$ cat src/rtl/neuron_feeder.sv
// Sequencer that buffers one activation vector, steps a single MAC/ReLU neuron
// through clear, N_IN MAC steps and one bias step, then offers the result downstream.
module neuron_feeder #(
    parameter int N_IN = 8,
    parameter int AW   = $clog2(N_IN)
) (
    input  logic          clk,
    input  logic          rst,
    input  logic          in_valid,
    input  logic [15:0]   in_data,
    output logic          in_ready,
    input  logic          w_we,
    input  logic [AW-1:0] w_addr,
    input  logic [15:0]   w_data,
    input  logic          bias_we,
    input  logic [15:0]   bias_data,
    output logic          nrn_rst,
    output logic          nrn_en,
    output logic          nrn_mac,
    output logic [15:0]   nrn_in,
    output logic [15:0]   nrn_wgh,
    output logic [15:0]   nrn_bias,
    input  logic [15:0]   nrn_out,
    output logic          out_valid,
    output logic [15:0]   out_data,
    input  logic          out_ready,
    output logic          busy
);

    typedef enum logic [2:0] {
        S_LOAD,
        S_CLR,
        S_MAC,
        S_BIAS,
        S_CAP,
        S_OUT
    } state_t;

    localparam logic [AW-1:0] LAST = AW'(N_IN - 1);

    state_t        state_q, state_d;
    logic [AW-1:0] cnt_q, cnt_d;
    logic [AW-1:0] idx_q, idx_d;
    logic [15:0]   out_data_q, out_data_d;

    logic [15:0]   inbuf_q [N_IN];
    logic [15:0]   wmem_q  [N_IN];
    logic [15:0]   bias_q;

    logic          in_hs;
    logic          cfg_wr_ok;
    logic          clr_phase;

    assign in_hs     = in_valid && (state_q == S_LOAD);
    // Configuration writes land only while the neuron is not consuming them.
    assign cfg_wr_ok = (state_q == S_LOAD) || (state_q == S_OUT);

    // Buffers carry no reset: contents are only meaningful once written.
    genvar gi;
    for (gi = 0; gi < N_IN; gi++) begin : g_entry
        always_ff @(posedge clk) begin
            if (in_hs && (cnt_q == AW'(gi))) begin
                inbuf_q[gi] <= in_data;
            end
            if (w_we && cfg_wr_ok && (w_addr == AW'(gi))) begin
                wmem_q[gi] <= w_data;
            end
        end
    end

    always_ff @(posedge clk) begin
        if (bias_we && cfg_wr_ok) begin
            bias_q <= bias_data;
        end
    end

    always_ff @(posedge clk or negedge rst) begin
        if (!rst) begin
            state_q    <= S_LOAD;
            cnt_q      <= '0;
            idx_q      <= '0;
            out_data_q <= '0;
        end else begin
            state_q    <= state_d;
            cnt_q      <= cnt_d;
            idx_q      <= idx_d;
            out_data_q <= out_data_d;
        end
    end

    always_comb begin
        state_d    = state_q;
        cnt_d      = cnt_q;
        idx_d      = idx_q;
        out_data_d = out_data_q;
        in_ready   = 1'b0;
        clr_phase  = 1'b0;
        nrn_en     = 1'b0;
        nrn_mac    = 1'b0;
        nrn_in     = '0;
        nrn_wgh    = '0;
        out_valid  = 1'b0;
        busy       = 1'b1;
        case (state_q)
            S_LOAD: begin
                in_ready = 1'b1;
                busy     = 1'b0;
                if (in_valid) begin
                    if (cnt_q == LAST) begin
                        cnt_d   = '0;
                        state_d = S_CLR;
                    end else begin
                        cnt_d = cnt_q + 1'b1;
                    end
                end
            end
            S_CLR: begin
                clr_phase = 1'b1;
                idx_d     = '0;
                state_d   = S_MAC;
            end
            S_MAC: begin
                nrn_en  = 1'b1;
                nrn_in  = inbuf_q[idx_q];
                nrn_wgh = wmem_q[idx_q];
                if (idx_q == LAST) begin
                    idx_d   = '0;
                    state_d = S_BIAS;
                end else begin
                    idx_d = idx_q + 1'b1;
                end
            end
            S_BIAS: begin
                nrn_en  = 1'b1;
                nrn_mac = 1'b1;
                state_d = S_CAP;
            end
            S_CAP: begin
                // Neuron result registered at the end of BIAS is stable here.
                out_data_d = nrn_out;
                state_d    = S_OUT;
            end
            S_OUT: begin
                out_valid = 1'b1;
                if (out_ready) begin
                    state_d = S_LOAD;
                end
            end
            default: begin
                state_d = S_LOAD;
            end
        endcase
    end

    assign nrn_rst  = !rst || clr_phase;
    assign nrn_bias = bias_q;
    assign out_data = out_data_q;

endmodule
$ cat config.mk
export PLATFORM = sky130hd
export DESIGN_NAME = neuron_feeder
export DESIGN_NICKNAME = d
export VERILOG_FILES = /design/src/rtl/neuron_feeder.sv
export SDC_FILE = /design/constraint.sdc
export NUM_CORES = 1
export LEC_CHECK = 0
export BUFFER_PORTS_ARGS = -buffer_cell sky130_fd_sc_hd__buf_2
export CORE_MARGIN = 3
export CORE_UTILIZATION = 55
export DETAILED_ROUTE_END_ITERATION = 8
export GPL_ROUTABILITY_DRIVEN = 1
export HOLD_SLACK_MARGIN = 0.1
export PLACE_DENSITY = 0.76
export SLEW_MARGIN = 15
export SYNTH_ARGS = -nofsm -noshare
export SYNTH_HDL_FRONTEND = slang
export SYNTH_SLANG_ARGS = --single-unit
export TNS_END_PERCENT = 5
$ cat constraint.sdc
create_clock -name clk -period 2.9 [get_ports clk]
set_input_delay 0.58 -clock clk [delete_from_list [all_inputs] [get_ports clk]]
set_output_delay 0.58 -clock clk [all_outputs]
set_load 0.05 [all_outputs]
==> summary.md <==
| Metric | Value |
|---|---|
| Status | `complete, no violations` |
| Wirelength per Cell | `22.2 um` |
| Fin Clk Skew | `between 0.01 and 0.015 ns` |
| Layout cells sized above 1 | `about two fifths` |
| DPL Wire Length | `12.8 mm` |
| Die height | `151 um` |
| Crit. End Element | `output port` |
| Via count | `about 5700` |
| Die area | `0.0227 mm^2` |
| Hold Fails Final Rpt | `0` |
| Tcrit/Tclk final | `~100%` |
| Total track usage | `19.9%` |
| Drt drc | `0` |
| Slew @ Worst Pin | `0.720 ns` |
| Tmin final | `around 2.9 ns` |
| Vias per cell | `5.76` |
| Aggregate routed wire length | `~22 mm` |
| EDFF count, synth | `272` |
| Pins Over Slew Limit | `0` |
| Layout Nets | `about 780` |
| HP Class | `in -> reg` |
| Pre-CTS setup slack | `0.490 ns` |
| RSZ-0062 raised after global routing | `true` |
| Main area contributors after synthesis | `edfxtp_1 (71%), mux4_2 (7.5%), mux4_1 (5.9%)` |
| Final worst setup slack | `~0.028 ns` |
| H-tree depth | `1` |
| Dominant synthesized flop cell | `edfxtp_1` |
| Mapped Cells | `510` |
| Vias in the first global route | `6067` |
| Sink Count | `297` |
| Die X | `151 um` |
| DRT Pass-1 Iters | `4` |
| Yosys top cell area share | `71.1%` |
| Worst R2R Setup Slack | `slightly below 0.9 ns` |
| R2r endpoint | `inbuf_q[2][9]` |
| Hold_sp | `bias_data[12]` |
| # fillers | `roughly 1300` |
| VDD IR max | `around 0.0007 V` |
| Sequential area share after synthesis | `between 70% and 80%` |
| Core Util, Final | `67.1%` |
| Clk buf depth | `3` |
| Crit path launch | `idx_q[0]` |
| Initial drt markers | `between 400 and 500` |
| Initial antenna violation count | `2` |
| Skew-Pair Late Insertion Delay | `approximately 0.54 ns` |
| # rows | `52` |
| GPL Wtd Cong | `0.774` |
| Total core area | `0.0204 mm^2` |
| Count of final setup violators | `0` |
| Total CTS buffers | `29` |
| Synth cell types | `39` |
| Starting Density | `56.4%` |
| Arr. time, crit path | `2.29 ns` |
| Cell area after synthesis | `between 0.01 and 0.015 mm^2` |
| Buffers on Ports | `142` |
| Crit path max fanout | `16` |
| Syn. warnings | `0` |
| DRT antenna net count | `0` |
| Number of synthesized register bits | `297` |
| Crit start category | `flop` |
| Post-synth top area cell | `edfxtp_1` |
| Maxcap violations | `0` |
| Layout area overhead | `18.9%` |
| Global-route wire length before repair | `between 30 and 40 mm` |
| Mapped Nets | `~600` |
| Worst Reg-to-Reg Cells | `4` |
| FMAX | `between 300 and 400 MHz` |
| Req. time, crit path | `2.32 ns` |
| R2R Path Start | `state_q[0]` |
| CTS tree | `yes` |
| Largest net degree at the start of global routing | `36` |
| FFs w/ async S/R, synth | `8.42%` |
| Root Buffer | `clkbuf_16` |
| I/O pin cnt | `143` |
| Crit path to | `nrn_in[8]` |
| Crit Path Class | `reg -> out` |
| Clk slew on worst S/H paths | `roughly 0.06 ns` |
| Tot Pwr | `13.9 mW` |
| Synth Area per Inst | `22.5 um^2` |
| Pwr dens | `1010 mW/mm^2` |
| P_leak | `4.93 nW` |
| Gr ovfl total | `0` |
| Relative slew slack | `51.8%` |
==> metal layers <==
layer	vias up	wire, um	global-route usage, %
li1	2532	-	-
met4	2	307	5.35
met3	27	1960	5.21
met2	230	10700	31.8
met5	-	13	0
met1	2912	8940	27.8
==> worst max-delay path, stage by stage, from the launching register on <==
cell and delay [ns]:
dfrtp_4 0.52, buf_12 0.20, mux4_1 0.57, a22o_1 0.24, buf_2 0.21
==> worst min path at each step <==
stage / endpoint / slack, ns / cells after the start
floorplan: cnt_q[0] / 0.28 / 0
global placement: out_data[4] / 0.49 / 1
detailed placement: out_data[5] / 0.49 / 1
CTS: nrn_bias[1] / 0.20 / 1
global route: nrn_bias[4] / 0.20 / 1
finish: nrn_bias[12] / 0.22 / 1
==> through the flow <==
step | hold slack, ns | TNS (ns) | area, um^2 | instances
after floorplan | 0.284 | 0 | 11500 | 510
after global placement | 0.489 | 0 | 12600 | 923
after detailed placement | 0.491 | 0 | 12600 | 923
after CTS | 0.198 | -0.0379 | 13600 | 988
after global routing | 0.201 | -0.399 | 13700 | 990
final | 0.220 | 0 | 13700 | 990
==> cells in the mapped netlist, types with 7 or more instances <==
master	instances
inv_1	7
mux2_2	16
edfxtp_1	272
a22o_1	32
buf_2	8
ha_1	8
mux4_1	26
dfrtp_1	25
nor2_1	9
mux4_2	38
nand2_1	7
==> cells by family after synthesis <==
| logic type | after synthesis | synth area share, % |
|---|---|---|
| AO/OA/AOI/OAI | 49 | 3.39 |
| XOR/XNOR | 1 | 0.0763 |
| adder cells (fa/ha/maj) | 8 | 0.872 |
| buffers and inverters | 34 | 1.98 |
| flip-flops | 297 | 76.6 |
| multiplexers | 80 | 15.0 |
| AND/OR/NAND/NOR | 41 | 2.15 |
==> state kept, by name, summed over array words and instances, names as in the netlist <==
signal and cells:
cnt_q 3, nrn_bias 16, idx_q 3, out_data 16
state_q 3, wmem_q 128, inbuf_q 128
==> report_power, final <==
part / internal [mW] / switching [mW] / total (mW)
sequential: 5.25 / 0.241 / 5.49
combinational: 1.87 / 3.10 / 4.97
clock: 1.92 / 1.47 / 3.39
total: 9.05 / 4.81 / 13.9
==> layout make-up <==
class / instances / area, um^2 / area share, %
sequential: 297 / 8800 / 64.4
multi-input combinational: 179 / 2470 / 18.1
timing repair buffer: 180 / 1150 / 8.43
clock buffer: 36 / 752 / 5.51
tap: 270 / 338 / 2.47
clock inverter: 18 / 111 / 0.815
inverter: 9 / 33.8 / 0.247
antenna: 1 / 2.50 / 0.0183
==> cells in the final DEF (no fill, tap or decap), types with 3 or more instances in the layout <==
master and count:
buf_2 134, buf_6 8, clkinv_1 8, and3_1 6, dfrtp_1 21, edfxtp_1 272, o21ai_0 6, nand2b_1 3
clkinv_2 7, nor2_1 9, buf_4 29, inv_1 7, buf_12 6, dfrtp_2 3, ha_1 8, and2_1 4
clkbuf_1 7, a22o_1 32, mux4_1 24, mux4_2 40, clkbuf_16 29, mux2_2 16, nand2_1 7
==> timing repair <==
action / CTS / global route
endpoints found under the hold margin: 25 / 0
gates cloned: 1 / 0
hold buffers: 1 / 0
setup endpoints to repair: 28 / 32
resized for setup: 15 / 10
buffers inserted: 9 / 1
pin swaps: 0 / 1
Power figures use the tool's default switching activity.
